==> config.mk <==
export PLATFORM = sky130hd
export DESIGN_NAME = layer_compositor
export DESIGN_NICKNAME = d
export VERILOG_FILES = /design/src/rtl/compositor_pkg.sv /design/src/rtl/layer_prio_enc.sv /design/src/rtl/layer_compositor.sv
export SDC_FILE = /design/constraint.sdc
export NUM_CORES = 1
export LEC_CHECK = 0
export ABC_AREA = 1
export BUFFER_PORTS_ARGS = -buffer_cell sky130_fd_sc_hd__buf_4
export CAP_MARGIN = 10
export CORE_ASPECT_RATIO = 0.7
export CORE_MARGIN = 5
export CORE_UTILIZATION = 45
export CTS_BUF_LIST = sky130_fd_sc_hd__clkbuf_16
export DETAILED_ROUTE_END_ITERATION = 6
export GPL_TIMING_DRIVEN = 1
export PLACE_DENSITY = 0.82
export SLEW_MARGIN = 20
export SYNTH_ARGS = -nofsm -noshare
export SYNTH_HDL_FRONTEND = slang
export SYNTH_HIERARCHICAL = 1
export SYNTH_SLANG_ARGS = --single-unit
==> constraint.sdc <==
create_clock -name clk -period 2.4 [get_ports clk]
set_input_delay 0.48 -clock clk [delete_from_list [all_inputs] [get_ports clk]]
set_output_delay 0.48 -clock clk [all_outputs]
set_load 0.05 [all_outputs]
==> src/rtl/compositor_pkg.sv <==
// compositor_pkg: shared layer mode, pixel type and dimming helper for the layer compositor.
package compositor_pkg;

    localparam int CW_DEF = 8;

    typedef enum logic [1:0] {
        LM_SOLID  = 2'd0,
        LM_BLINK  = 2'd1,
        LM_DIM    = 2'd2,
        LM_HIDDEN = 2'd3
    } layer_mode_e;

    typedef struct packed {
        logic [CW_DEF-1:0] r;
        logic [CW_DEF-1:0] g;
        logic [CW_DEF-1:0] b;
    } rgb_t;

    function automatic rgb_t dim_rgb(input rgb_t c);
        return '{r: c.r >> 1, g: c.g >> 1, b: c.b >> 1};
    endfunction

endpackage

==> src/rtl/layer_prio_enc.sv <==
// layer_prio_enc: lowest-index priority encoder; idx = N_LAYERS when no request is set.
module layer_prio_enc #(
    parameter  int N_LAYERS = 8,
    localparam int LW       = $clog2(N_LAYERS + 1)
) (
    input  logic [N_LAYERS-1:0] req,
    output logic [LW-1:0]       idx,
    output logic                found
);
    always_comb begin
        idx   = LW'(N_LAYERS);
        found = 1'b0;
        for (int k = N_LAYERS - 1; k >= 0; k--) begin
            if (req[k]) begin
                idx   = LW'(k);
                found = 1'b1;
            end
        end
    end
endmodule

==> src/rtl/layer_compositor.sv <==
// layer_compositor: two-stage priority compositor with per-layer modes, frame blinking
// and per-frame collision detection between two layer groups.
module layer_compositor
    import compositor_pkg::*;
#(
    parameter  int N_LAYERS     = 8,
    parameter  int CW           = 8,
    parameter  int BLINK_FRAMES = 16,
    localparam int LW           = $clog2(N_LAYERS + 1)
) (
    input  logic                               clk,
    input  logic                               rst,
    input  logic                               i_valid,
    input  logic                               i_frame_start,
    input  logic [N_LAYERS-1:0]                i_layer_hit,
    input  logic [N_LAYERS-1:0][3*CW-1:0]      i_layer_color,
    input  logic [N_LAYERS-1:0][1:0]           i_layer_mode,
    input  logic [3*CW-1:0]                    i_bg_color,
    input  logic [N_LAYERS-1:0]                i_coll_mask_a,
    input  logic [N_LAYERS-1:0]                i_coll_mask_b,
    output logic                               o_valid,
    output logic [3*CW-1:0]                    o_rgb,
    output logic [LW-1:0]                      o_layer,
    output logic                               o_collision,
    output logic                               o_blink_phase
);
    localparam int FCW = BLINK_FRAMES > 1 ? $clog2(BLINK_FRAMES) : 1;

    logic [FCW-1:0]      frame_cnt;
    logic                phase;
    logic                coll_acc;
    logic                pix_coll;
    logic [N_LAYERS-1:0] shown;
    logic [N_LAYERS-1:0] vis;
    logic [N_LAYERS-1:0] elig;
    logic [LW-1:0]       win_idx;
    logic                win_found;
    logic [3*CW-1:0]     win_color;
    logic                win_dim;
    logic                s1_valid;
    logic [LW-1:0]       s1_idx;
    logic [3*CW-1:0]     s1_color;
    logic                s1_dim;
    logic [3*CW-1:0]     dimmed;

    always_comb begin
        shown = '0;
        vis   = '0;
        for (int k = 0; k < N_LAYERS; k++) begin
            shown[k] = i_layer_mode[k] != LM_HIDDEN;
            vis[k]   = shown[k] && !(i_layer_mode[k] == LM_BLINK && !phase);
        end
    end

    assign elig     = i_layer_hit & vis;
    // Collisions ignore blink phase: a blinking sprite still occupies its pixels.
    assign pix_coll = i_valid && |(i_layer_hit & i_coll_mask_a & shown)
                              && |(i_layer_hit & i_coll_mask_b & shown);

    layer_prio_enc #(.N_LAYERS(N_LAYERS)) u_enc (
        .req   (elig),
        .idx   (win_idx),
        .found (win_found)
    );

    // Background is folded into the stage-1 colour so all colours are sampled together.
    always_comb begin
        win_color = i_bg_color;
        win_dim   = 1'b0;
        for (int k = N_LAYERS - 1; k >= 0; k--) begin
            if (elig[k]) begin
                win_color = i_layer_color[k];
                win_dim   = i_layer_mode[k] == LM_DIM;
            end
        end
    end

    generate
        if (CW == CW_DEF) begin : g_pkg_dim
            assign dimmed = dim_rgb(rgb_t'(s1_color));
        end else begin : g_gen_dim
            always_comb begin
                dimmed = '0;
                for (int c = 0; c < 3; c++) dimmed[c*CW +: CW] = s1_color[c*CW +: CW] >> 1;
            end
        end
    endgenerate

    always_ff @(posedge clk or posedge rst) begin
        if (rst) begin
            s1_valid <= 1'b0;
            s1_idx   <= LW'(N_LAYERS);
            s1_color <= '0;
            s1_dim   <= 1'b0;
            o_valid  <= 1'b0;
            o_rgb    <= '0;
            o_layer  <= LW'(N_LAYERS);
        end else begin
            s1_valid <= i_valid;
            s1_idx   <= win_idx;
            s1_color <= win_color;
            s1_dim   <= win_found && win_dim;
            o_valid  <= s1_valid;
            o_rgb    <= !s1_valid ? '0 : s1_dim ? dimmed : s1_color;
            o_layer  <= s1_idx;
        end
    end

    always_ff @(posedge clk or posedge rst) begin
        if (rst) begin
            frame_cnt   <= '0;
            phase       <= 1'b1;
            coll_acc    <= 1'b0;
            o_collision <= 1'b0;
        end else if (i_frame_start) begin
            frame_cnt   <= frame_cnt == FCW'(BLINK_FRAMES - 1) ? '0 : frame_cnt + 1'b1;
            phase       <= frame_cnt == FCW'(BLINK_FRAMES - 1) ? ~phase : phase;
            o_collision <= coll_acc;
            coll_acc    <= pix_coll;
        end else begin
            coll_acc    <= coll_acc | pix_coll;
        end
    end

    assign o_blink_phase = phase;
endmodule
# Yosys cells after proc, flatten, opt, wreduce, memory -nomap -nowiden
# Index checks and enable logic that the tools add are counted.
# W data, S select, Z words.
# op_classes
add_sub_neg	1
eq_ne	25
mux	36
n_bitwise	7
reduce_logical	31
# op_table
op	n
$mux W24	10
$and A8 B8 Y8	5
$mux W4	9
$logic_and A1 B1 Y1	19
$mux W1	17
$eq A2 B1 Y1 const B	8
$eq A2 B2 Y1 const B	8
$ne A2 B2 Y1 const B	8
$reduce_or A8 Y1	2
$logic_not A1 Y1	9
$add A4 B1 Y4 const B	1
$eq A4 B4 Y1 const B	1
$reduce_and A2 Y1	1
$not A1 Y1	1
$or A1 B1 Y1	1
# word_totals
ff_bits	66
in_bits	260
output_inout_bits	31
elab_cells	111

# Logic depth before layout (Yosys ltp)
# Gate-level depths: netlist of run 1.
# depth
word_depth	14
depth_mapped	16
ltp_nobuf	16

# By module
# Netlist of run 1, hierarchy kept.
# by_module_without_submodules
mod	n_inst	cells_each	area_per_inst_um2	seq_area_each_um2
layer_compositor	1	782	4809.6	1655.3
layer_prio_enc	1	23	118.9	0.0

# Worst setup path before layout of run 1
# No wires, ideal clock.
# synth_path
path_kind	reg-to-reg
from	register phase (netlist: o_blink_phase)
to	register s1_dim
setup_time_ps	77
arrival_time_ps	1965
required_ps	2323
slack_ps	358
path_stages_with_launch	11
n_path_buf	1
synth_period_minus_slack_ps	2042
cell_sequence	dfstp_2 -> inv_2 -> a211o_1 -> nand2_2 -> clkbuf_1 -> inv_1 -> nand4_1 -> nor2_4 -> inv_2 -> nand2_1 -> a21oi_1
# synth_between
word_cells_on_any_way	43
cone_classes	mux (16); bitwise (1); reduce/logical (26)
# synth_rtl
element	line_no	source
start: declaration	layer_compositor.sv:30	logic phase;
start signal: assignment	layer_compositor.sv:117	phase <= frame_cnt == FCW'(BLINK_FRAMES - 1) ? ~phase : phase;
$logic_not A1 Y1	layer_compositor.sv:51	vis[k] = shown[k] && !(i_layer_mode[k] == LM_BLINK && !phase);
$logic_and A1 B1 Y1	layer_compositor.sv:51	
$logic_not A1 Y1	layer_compositor.sv:51	
$logic_and A1 B1 Y1	layer_compositor.sv:51	
$and A8 B8 Y8	layer_compositor.sv:55	assign elig = i_layer_hit & vis;
named net elig[0]	layer_compositor.sv:35	logic [N_LAYERS-1:0] elig;
$mux W1	layer_prio_enc.sv:14	if (req[k]) begin
named net win_found	layer_compositor.sv:37	logic win_found;
$logic_and A1 B1 Y1	layer_compositor.sv:102	s1_dim <= win_found && win_dim;
end signal: assignment	layer_compositor.sv:102	
end: declaration	layer_compositor.sv:43	logic s1_dim;
# The timed path passes the listed nets, and every way through them passes these cells.
# A chain may end at the register's enable or synchronous reset.

# Final worst setup path of run 1
# layout_path
from	register phase (netlist: o_blink_phase)
to	register s1_color[0]
# layout_between
elab_chain_cells	13
word_cells_on_any_way	34
cone_classes	mux (8); bitwise (1); reduce/logical (25)
# layout_lines
element	line_no	source
$logic_not A1 Y1 *	layer_compositor.sv:51	
$logic_and A1 B1 Y1	layer_compositor.sv:51	
$logic_not A1 Y1	layer_compositor.sv:51	
$logic_and A1 B1 Y1	layer_compositor.sv:51	
$and A8 B8 Y8 *	layer_compositor.sv:55	
$mux W24 (7 in series)	layer_compositor.sv:71	if (elig[k]) begin
$mux W24 *	layer_compositor.sv:71	
named net win_color[0]	layer_compositor.sv:38	logic [3*CW-1:0] win_color;
end signal: assignment	layer_compositor.sv:101	s1_color <= win_color;
end: declaration	layer_compositor.sv:42	logic [3*CW-1:0] s1_color;
# The timed path passes the listed nets; every way through them passes the cells marked *.

==> reports/qor.yml, run 1 <==
initial_core_util_pct: 45.4
diodes: 0
drc: 0
setup_violations: 0
synth-compound-area-share_pct: 15.4
drive_gt1_share_pct: 31.9
wl_met2_um: 9430
synth_top_family_by_area: "simple AND/OR/NAND/NOR gates"
wl_met1_um: 7160
p_leak_nw: 4.41
clockRootBuffer: "clkbuf_16"
post_cts_resized: 0
vdd_drop_max_mv: 0.517
cts.sinks: 66
ys_seq_area_share_pct: 33.6
yosys.cell_types.count: 32
post_synth_inst_count: 805
fp.dieW_um: 135
p_sw_share_pct: 40.4
p_comb_share_pct: 46.2
cts_tree: "built"
worst_slew_pin_slew_ps: 688
ant_nets: 0
grt_pass1_vias: 5655
internal_power_mw: 3.26
gp_congestion: 0.918
end_kind: "register"
antenna_found_initial: 0
wl_um: 18600
final_common_cell: "nand2_1"
dieArea_um2: 13200
relSlewSlack_pct: 54.2
grt_max_degree: 51
first_iter_violations: 266
fmax_mhz: 515
cp.arrival_ps: 2170
async_flop_share_pct: 100
ys_warn_count: 6
r2r-start: "o_blink_phase"
fin_skew_ps: 4.74
groute.usage.overall_pct: 27.1
ys_ff_latch: 66
maxCapViolCount: 0
cts_made_buffers: 9
netlist.area_leader.share_pct: 32.0
core_um2: 10900
holdWs_ps: 186
final_cell_mix: "nand2_1 (307), buf_4 (298), inv_1 (116), o21ai_0 (85), nor2_1 (66)"
slew_viol_final: 0
insertion_delay_ps: 330
post_cts.repair.setup_buffers: 0
power_frac_clock_pct: 25.5
route.met3.wl_um: 1670
worst-endpoint-required_ps: 2620
firstDrtPassIters: 5
overflow: 0
min_period_ps: 1940
grt_pass1_wl_um: 28100
rsz0062_at_grt: "no"
synth_edf_count: 0
p_sw_mw: 2.22
synth_ff_type: "dfrtp_1"
rows: 32
synth_xor_area_share_pct: 0.533
routedWlPerCell_um: 15.1
dpl.hpwl_um: 14700
ctsHoldBuffers: 0
path_max_fanout: 29
port-buffer-count: 290
dr_total_vias: 6036
avgSynthCellArea_um2: 6.12
synth_top_cell_by_area: "dfrtp_1"
cts_buffer_depth: 2
syn_to_final_growth_pct: 53.2
ioPinCount: 291
critPathLaunchType: "register"
outcome: "finished clean"
synth_fa_ha_area_share_pct: 0.254
htree_levels: 3
final_cells: 1233
p_seq_share_pct: 28.3
die_h_um: 97.6
startpoint: "o_blink_phase"
top_layer_used: "met4"
crit_type: "register to register"
synth.area.mux_share_pct: 0
synth-simple-area-share_pct: 36.5
synth_area_leaders: "dfrtp_1 (32%), nand2_1 (23%), inv_1 (8.9%), o21ai_0 (8.6%), nor2_1 (5.0%)"
period_share_pct: 80.9
viasPerCell: 4.90
clk_pin_slew_worst_paths_ps: 60
hp-class: "input pin to async pin"
hold_violations: 0
powerDensity_nw_per_um2: 725
synth_area_um2: 4930
dp_cells: 1217
finalNetCount: 1336
syn_nets: 1066
setup_tns_ps: 0
## final cells by class
cell class	count	area, um^2
Tap cell	153	191
Sequential cell	66	1660
Fill cell	954	3300
Multi-Input combinational cell	572	2610
Clock buffer	9	225
Inverter	124	465
Timing Repair Buffer	302	2320
Clock inverter	7	92.6
## per-stage QoR
stage / setup WS (ps) / power, mW / cell area [um^2] / util [%]
after floorplan: 270 / 3.17 / 4930 / -
after global placement: 451 / 4.05 / 7230 / 66.7
after detailed placement: 462 / 4.09 / 7230 / 66.7
after CTS: 454 / 5.50 / 7550 / 69.6
after global routing: 307 / 5.83 / 7550 / 69.6
final: 458 / 5.48 / 7550 / 69.6
## state kept, by name, summed over array words and instances (netlist names)
name and flops:
s1_idx 4, o_layer 4, frame_cnt 4, o_valid 1
s1_valid 1, o_collision 1, s1_color 24, coll_acc 1
o_rgb 24, o_blink_phase 1, s1_dim 1
## logic make-up (layout without fill, tap and decap cells)
logic type	Yosys count	in the layout
XOR/XNOR	3	3
buffers and inverters	167	442
AO/OA/AOI/OAI	128	128
AND/OR/NAND/NOR	440	440
adder cells (fa/ha/maj)	1	1
flip-flops	66	66
## power by group through the flow
stage	Combinational (mW)	Clock [mW]	Sequential (mW)
2_1_floorplan	1.21	0	1.96
3_3_place_gp	2.49	0	1.56
4_1_cts	2.54	1.41	1.55
5_1_grt	2.79	1.46	1.58
6_report	2.53	1.40	1.55
3_5_place_dp	2.53	0	1.56
## cells in the mapped netlist, types with 3 or more instances
| cell type | number |
|---|---|
| o221ai_1 | 25 |
| nand3_2 | 3 |
| nand2_1 | 307 |
| nand3b_1 | 6 |
| dfrtp_1 | 63 |
| nor2_1 | 66 |
| o21ai_0 | 85 |
| nand3_1 | 46 |
| nand4_1 | 6 |
| inv_1 | 117 |
| inv_2 | 6 |
| buf_6 | 4 |
| o21ai_2 | 5 |
| dfstp_2 | 3 |
| o21ai_1 | 5 |
| buf_2 | 13 |
| clkbuf_1 | 22 |
| a21oi_1 | 6 |
## final timing paths
check	end	slack, ps	depth (start not counted)
max in group asynchronous	s1_color[1]	1610	3
worst max-delay path	s1_color[0]	460	12
worst max register to register	s1_color[0]	460	12
min in group clk	s1_valid	280	1
worst min-delay path	o_layer[0]	190	2
worst min register to register	o_layer[1]	340	0
## critical path, cell delays in order, from the launching register on
cell	delay [ps]
dfstp_2	550
inv_2	80
nand2_1	100
nand3_2	80
inv_2	60
buf_4	280
nor2_1	90
o221ai_1	150
nand3_1	110
nand2_1	140
nand2_1	60
nand2_1	50
nand2_1	40
## routing by layer
layer  vias up  track usage, %
met4         0            7.44
li1       3048               -
met3        25            8.28
met5         -               0
met1      2717            31.2
met2       246            48.4
(Power assumes the default switching activity.)
==> run 2: changes to the inputs <==
- CORE_UTILIZATION: 45 -> 40
- PLACE_DENSITY: 0.82 -> 0.77
- clock period: 2.4 -> 1.6 ns (I/O delays scaled with it)
==> run 2 against run 1 <==
Against the previous run: critical path type unchanged; critical path depth increased by 2; global-route usage up 1.6 points; largest power group unchanged; total power increased by 65%; the flow now finishes with violations (negative setup slack).
==> reports/qor.yml, run 2 (synthesis gave the netlist of run 1 again) <==
holdWs_ps: 77.6  # -108 ps
cpLargestDelayFamily: "simple AND/OR/NAND/NOR gates"
period_share_pct: 124  # +43 points
rows: 33  # +3.1%
clockRootBuffer: "clkbuf_16"
overflow: 0  # unchanged
p_leak_nw: 4.90  # +11%
diodes: 0  # unchanged
hold_violations: 0  # unchanged
grt_pass1_vias: 6498  # +15%
ctsHoldBuffers: 0  # unchanged
dpl.hpwl_um: 15900  # +8.2%
slowest_delay_ps: 630  # +80 ps
antenna_found_initial: 0  # unchanged
fp.dieW_um: 143  # +5.6%
crit_path_top_delay_cell: "dfstp_4"
first_iter_violations: 480  # +80%
cts_buffer_depth: 2  # unchanged
violations: "negative setup slack"
ant_nets: 0  # unchanged
cts_tree: "built"
min_period_ps: 1990  # +48.5 ps
crit_path_cell_trace: "inv_6, nand2_4, nand3_4, buf_12, buf_16, nand2_1, o21ai_1, nor2_1, o221ai_1, nand3_1, nand2_1, nand2_1, nand2_1, nand2_1"
vdd_drop_max_mv: 0.802  # +55%
dieArea_um2: 14700  # +11%
rsz0062_at_grt: "yes"
insertion_delay_ps: 330  # about the same
placed_cell_area_um2: 7660  # +5.9%
die_h_um: 103  # +5.4%
dp_cells: 1259  # +3.5%
cts.sinks: 66  # unchanged
slew_viol_final: 0  # unchanged
initial_core_util_pct: 41.4  # -4.0 points
finalNetCount: 1398  # +4.6%
final_cell_mix: "buf_4 (330), nand2_1 (285), inv_1 (117), o21ai_0 (71), dfrtp_1 (63)"
clk_pin_slew_worst_paths_ps: 50  # about the same
powerDensity_nw_per_um2: 1050  # +44%
worst_slew_pin_slew_ps: 361  # -327 ps
firstDrtPassIters: 7  # +2
wl_um: 22400  # +20%
maxCapViolCount: 0  # unchanged
cts_made_buffers: 9  # unchanged
end_kind: "register"
crit_type: "register to register"
hp-class: "input pin to async pin"
port-buffer-count: 290  # unchanged
setup_ws_ps: -391  # -848 ps
setup_violations: 29  # +29
ioPinCount: 291  # unchanged
path_max_fanout: 20  # -31%
dr_total_vias: 6664  # +10%
grt_pass1_wl_um: 32400  # +15%
htree_levels: 3  # unchanged
grt_max_degree: 67  # +31%
viasPerCell: 5.13  # +4.8%
worst-endpoint-required_ps: 1870  # -750 ps
final_common_cell: "buf_4"
syn_to_final_growth_pct: 75.4
drive_gt1_share_pct: 39.4  # +7.6 points
final_area_um2: 8640  # +14%
fmax_mhz: 502  # -2.4%
cp.arrival_ps: 2260  # +90 ps
core_um2: 11900  # +9.6%
path_common_cell: "nand2_1"
final_cells: 1299  # +5.4%
gp_congestion: 0.972  # +5.9%
routedWlPerCell_um: 17.2  # +14%
critical_path_buf_inv_count: 3  # unchanged
p_total_mw: 9.04  # +65%
drc: 0  # unchanged
fin_skew_ps: 5.69  # +0.951 ps
relSlewSlack_pct: 75.9  # +22 points
reg_top3: "o_rgb x24, s1_color x24"
outcome: "finished, violations left"
critPathLaunchType: "register"
groute.usage.overall_pct: 28.7  # +1.6 points
## run 2: cell count changes in the layout (fill, tap and decap cells not counted), moves of 6 or more
| cell | before | now |
|---|---|---|
| buf_6 | 0 | 6 |
| o221ai_2 | 0 | 7 |
| o221ai_1 | 25 | 18 |
| buf_4 | 298 | 330 |
| o21ai_0 | 85 | 71 |
| nand2_1 | 307 | 285 |
| buf_12 | 4 | 16 |
| nand2_2 | 2 | 20 |
| o21ai_2 | 5 | 13 |
## run 2: final timing paths
kind,slack (ps),end,depth (start not counted),start
setup / recovery,-390,s1_color[8],14,o_blink_phase
hold / removal,80,s1_valid,3,rst
setup reg to reg,-390,s1_color[8],14,o_blink_phase
hold reg to reg,350,o_layer[2],0,s1_idx[2]
max in group asynchronous,1220,o_layer[3],3,rst
min in group clk,130,s1_valid,1,i_valid
## run 2: worst min-delay path, cell delays in order
cell	delay [ps]
buf_4	120
clkinvlp_4	70
buf_12	290
## run 2: power by group
group / leakage, nW / internal (mW) / total [mW] / switching (mW)
clock network: 0.150 / 1.18 / 1.85 / 0.675
registers: 0.811 / 2.12 / 2.34 / 0.215
logic: 3.94 / 2.09 / 4.85 / 2.76
total: 4.90 / 5.38 / 9.04 / 3.65
## run 2: metal layers
metal / global-route usage [%] / part of all wire [%] / up-vias
met5: 0 / 0 / -
met4: 9.57 / 3.4 / 0
met3: 6.95 / 10 / 62
met2: 51.0 / 49 / 352
met1: 34.4 / 38 / 3064
li1: - / - / 3186
## run 2: final cells by class
cell class	count	area, um^2
tap	157	196
clock inverter	7	55.1
timing repair buffer	364	3190
sequential	66	1660
clock buffer	9	225
fill	955	3250
inverter	124	482
multi-input combinational	572	2840
## run 2: stage by stage
step           TNS [ps]  worst slack [ps]  util [%]
5_1_grt          -11030              -479      72.7
2_1_floorplan     -5280              -231         -
4_1_cts           -7460              -314      70.4
3_5_place_dp      -6140              -309      64.5
3_3_place_gp      -5510              -270      64.5
6_report          -7720              -391      72.7
## run 2: repair_timing
| item | in CTS | in global routing |
|---|---|---|
| setup endpoints to repair | 30 | 29 |
| resized for setup | 39 | 47 |
| gates cloned | 8 | 4 |
| hold endpoints to repair | 0 | 0 |
| setup buffers | 8 | 4 |
| pin swaps | 6 | 34 |
==> run 3: changes to the inputs <==
- ABC_CLOCK_PERIOD_IN_PS: unset -> 1600
- RECOVER_POWER: unset -> 25
==> run 3 against run 2 <==
Against the previous run: the flow still finishes with violations (negative setup slack); critical path depth decreased by 1; global-route usage unchanged; critical path type unchanged; sequential share of layout area about the same; register-to-register slack improved by 30 ps; setup slack improved by 26 ps; clock skew about the same; critical endpoint is now s1_color[23].
==> reports/qor.yml, run 3 (synthesis gave the netlist of run 1 again) <==
outcome: "finished, violations left"
violations: "negative setup slack"
gp_congestion: 0.972  # unchanged
core_um2: 11900  # unchanged
antenna_found_initial: 0  # unchanged
reg_top3: "o_rgb x24, s1_color x24"
relSlewSlack_pct: 40.8  # -35 points
port-buffer-count: 290  # unchanged
cts_buffer_depth: 2  # unchanged
cp.arrival_ps: 2190  # -70 ps
dr_total_vias: 6641  # -0.35%
dpl.hpwl_um: 15900  # unchanged
worst-endpoint-required_ps: 1820  # -50 ps
overflow: 0  # unchanged
hold_violations: 0  # unchanged
ctsHoldBuffers: 0  # unchanged
worst_slew_pin_slew_ps: 888  # +527 ps
min_period_ps: 1960  # -25.9 ps
firstDrtPassIters: 5  # -2
path_max_fanout: 20  # unchanged
drc: 0  # unchanged
maxCapViolCount: 0  # unchanged
grt_max_degree: 67  # unchanged
grt_pass1_wl_um: 32400  # unchanged
critPathLaunchType: "register"
drive_gt1_share_pct: 39.3  # -0.088 points
finalNetCount: 1398  # unchanged
final_common_cell: "buf_4"
final_cell_mix: "buf_4 (328), nand2_1 (285), inv_1 (117), o21ai_0 (71), dfrtp_1 (63)"
rows: 33  # unchanged
htree_levels: 3  # unchanged
initial_core_util_pct: 41.4  # unchanged
grt_pass1_vias: 6498  # unchanged
syn_to_final_growth_pct: 75.0
routedWlPerCell_um: 17.2  # about the same
vdd_drop_max_mv: 0.802  # about the same
placed_cell_area_um2: 7660  # unchanged
cts.sinks: 66  # unchanged
p_total_mw: 9.04  # about the same
crit_type: "register to register"
clockRootBuffer: "clkbuf_16"
groute.usage.overall_pct: 28.7  # unchanged
p_leak_nw: 4.89  # -0.18%
period_share_pct: 123  # -1.6 points
hp-class: "input pin to register"
ioPinCount: 291  # unchanged
wl_um: 22400  # about the same
insertion_delay_ps: 330  # about the same
dieArea_um2: 14700  # unchanged
powerDensity_nw_per_um2: 1050  # +0.20%
setup_violations: 29  # unchanged
setup_ws_ps: -365  # +25.9 ps
end_kind: "register"
fp.dieW_um: 143  # unchanged
die_h_um: 103  # unchanged
diodes: 0  # unchanged
slew_viol_final: 0  # unchanged
fmax_mhz: 509  # +1.3%
final_area_um2: 8630  # -0.22%
rsz0062_at_grt: "yes"
fin_skew_ps: 5.34  # -0.348 ps
ant_nets: 0  # unchanged
first_iter_violations: 519  # +8.1%
viasPerCell: 5.11  # -0.35%
cts_made_buffers: 9  # unchanged
clk_pin_slew_worst_paths_ps: 50  # about the same
cts_tree: "built"
## run 3: worst max-delay path, stage by stage, from the launching register on
cell      delay, ps
dfstp_4         630
inv_6            50
nand2_4          50
nand3_4          90
buf_12          160
buf_16          160
o21ai_2         110
nor2_1           60
o221ai_2        140
nand3_1         120
nand2_1         100
nand2_2          60
nand2_1          60
nand2_1          40
## run 3: power by group
group	internal, mW	switching (mW)
logic	2.08	2.77
registers	2.12	0.214
clock network	1.18	0.675
total	5.38	3.66
## run 3: cell type report
| class | instances | area (um^2) |
|---|---|---|
| fill | 960 | 3270 |
| timing repair buffer | 364 | 3170 |
| multi-input combinational | 572 | 2840 |
| sequential | 66 | 1660 |
| inverter | 124 | 479 |
| clock buffer | 9 | 225 |
| tap | 157 | 196 |
| clock inverter | 7 | 55.1 |
## run 3: worst paths after layout
path                                end  slack, ps           from  depth (start not counted)
max                        s1_color[23]       -360  o_blink_phase                         13
min in group asynchronous     o_rgb[18]        310            rst                          3
max in group asynchronous      o_rgb[4]        710            rst                          3
min reg2reg                  o_layer[2]        350      s1_idx[2]                          0
min                            s1_valid        160        i_valid                          1
max reg2reg                s1_color[23]       -360  o_blink_phase                         13
## run 3: per-stage QoR
step / utilization [%] / TNS, ps / setup WS [ps] / instances / hold WS (ps)
2_1_floorplan: - / -5280 / -231 / 805 / 331
3_3_place_gp: 64.5 / -5510 / -270 / 1259 / 336
3_5_place_dp: 64.5 / -6140 / -309 / 1259 / 335
4_1_cts: 70.4 / -7460 / -314 / 1291 / 99.1
5_1_grt: 72.5 / -11030 / -479 / 1299 / 159
6_report: 72.5 / -7780 / -365 / 1299 / 161
## run 3: metal layers
metal  share of wire [%]  vias up  GRT usage, %
met4                 3.7        0          9.57
met2                  48      363          51.0
met1                  38     3029          34.4
li1                    -     3183             -
met3                 9.4       66          6.95
met5                   0        -             0
## run 3: repair_timing
item                                    CTS  global route
pin swaps                                 6            34
gates resized for setup                  39            47
endpoints found under the setup margin   30            29
cloned                                    8             4
buffers inserted                          8             4
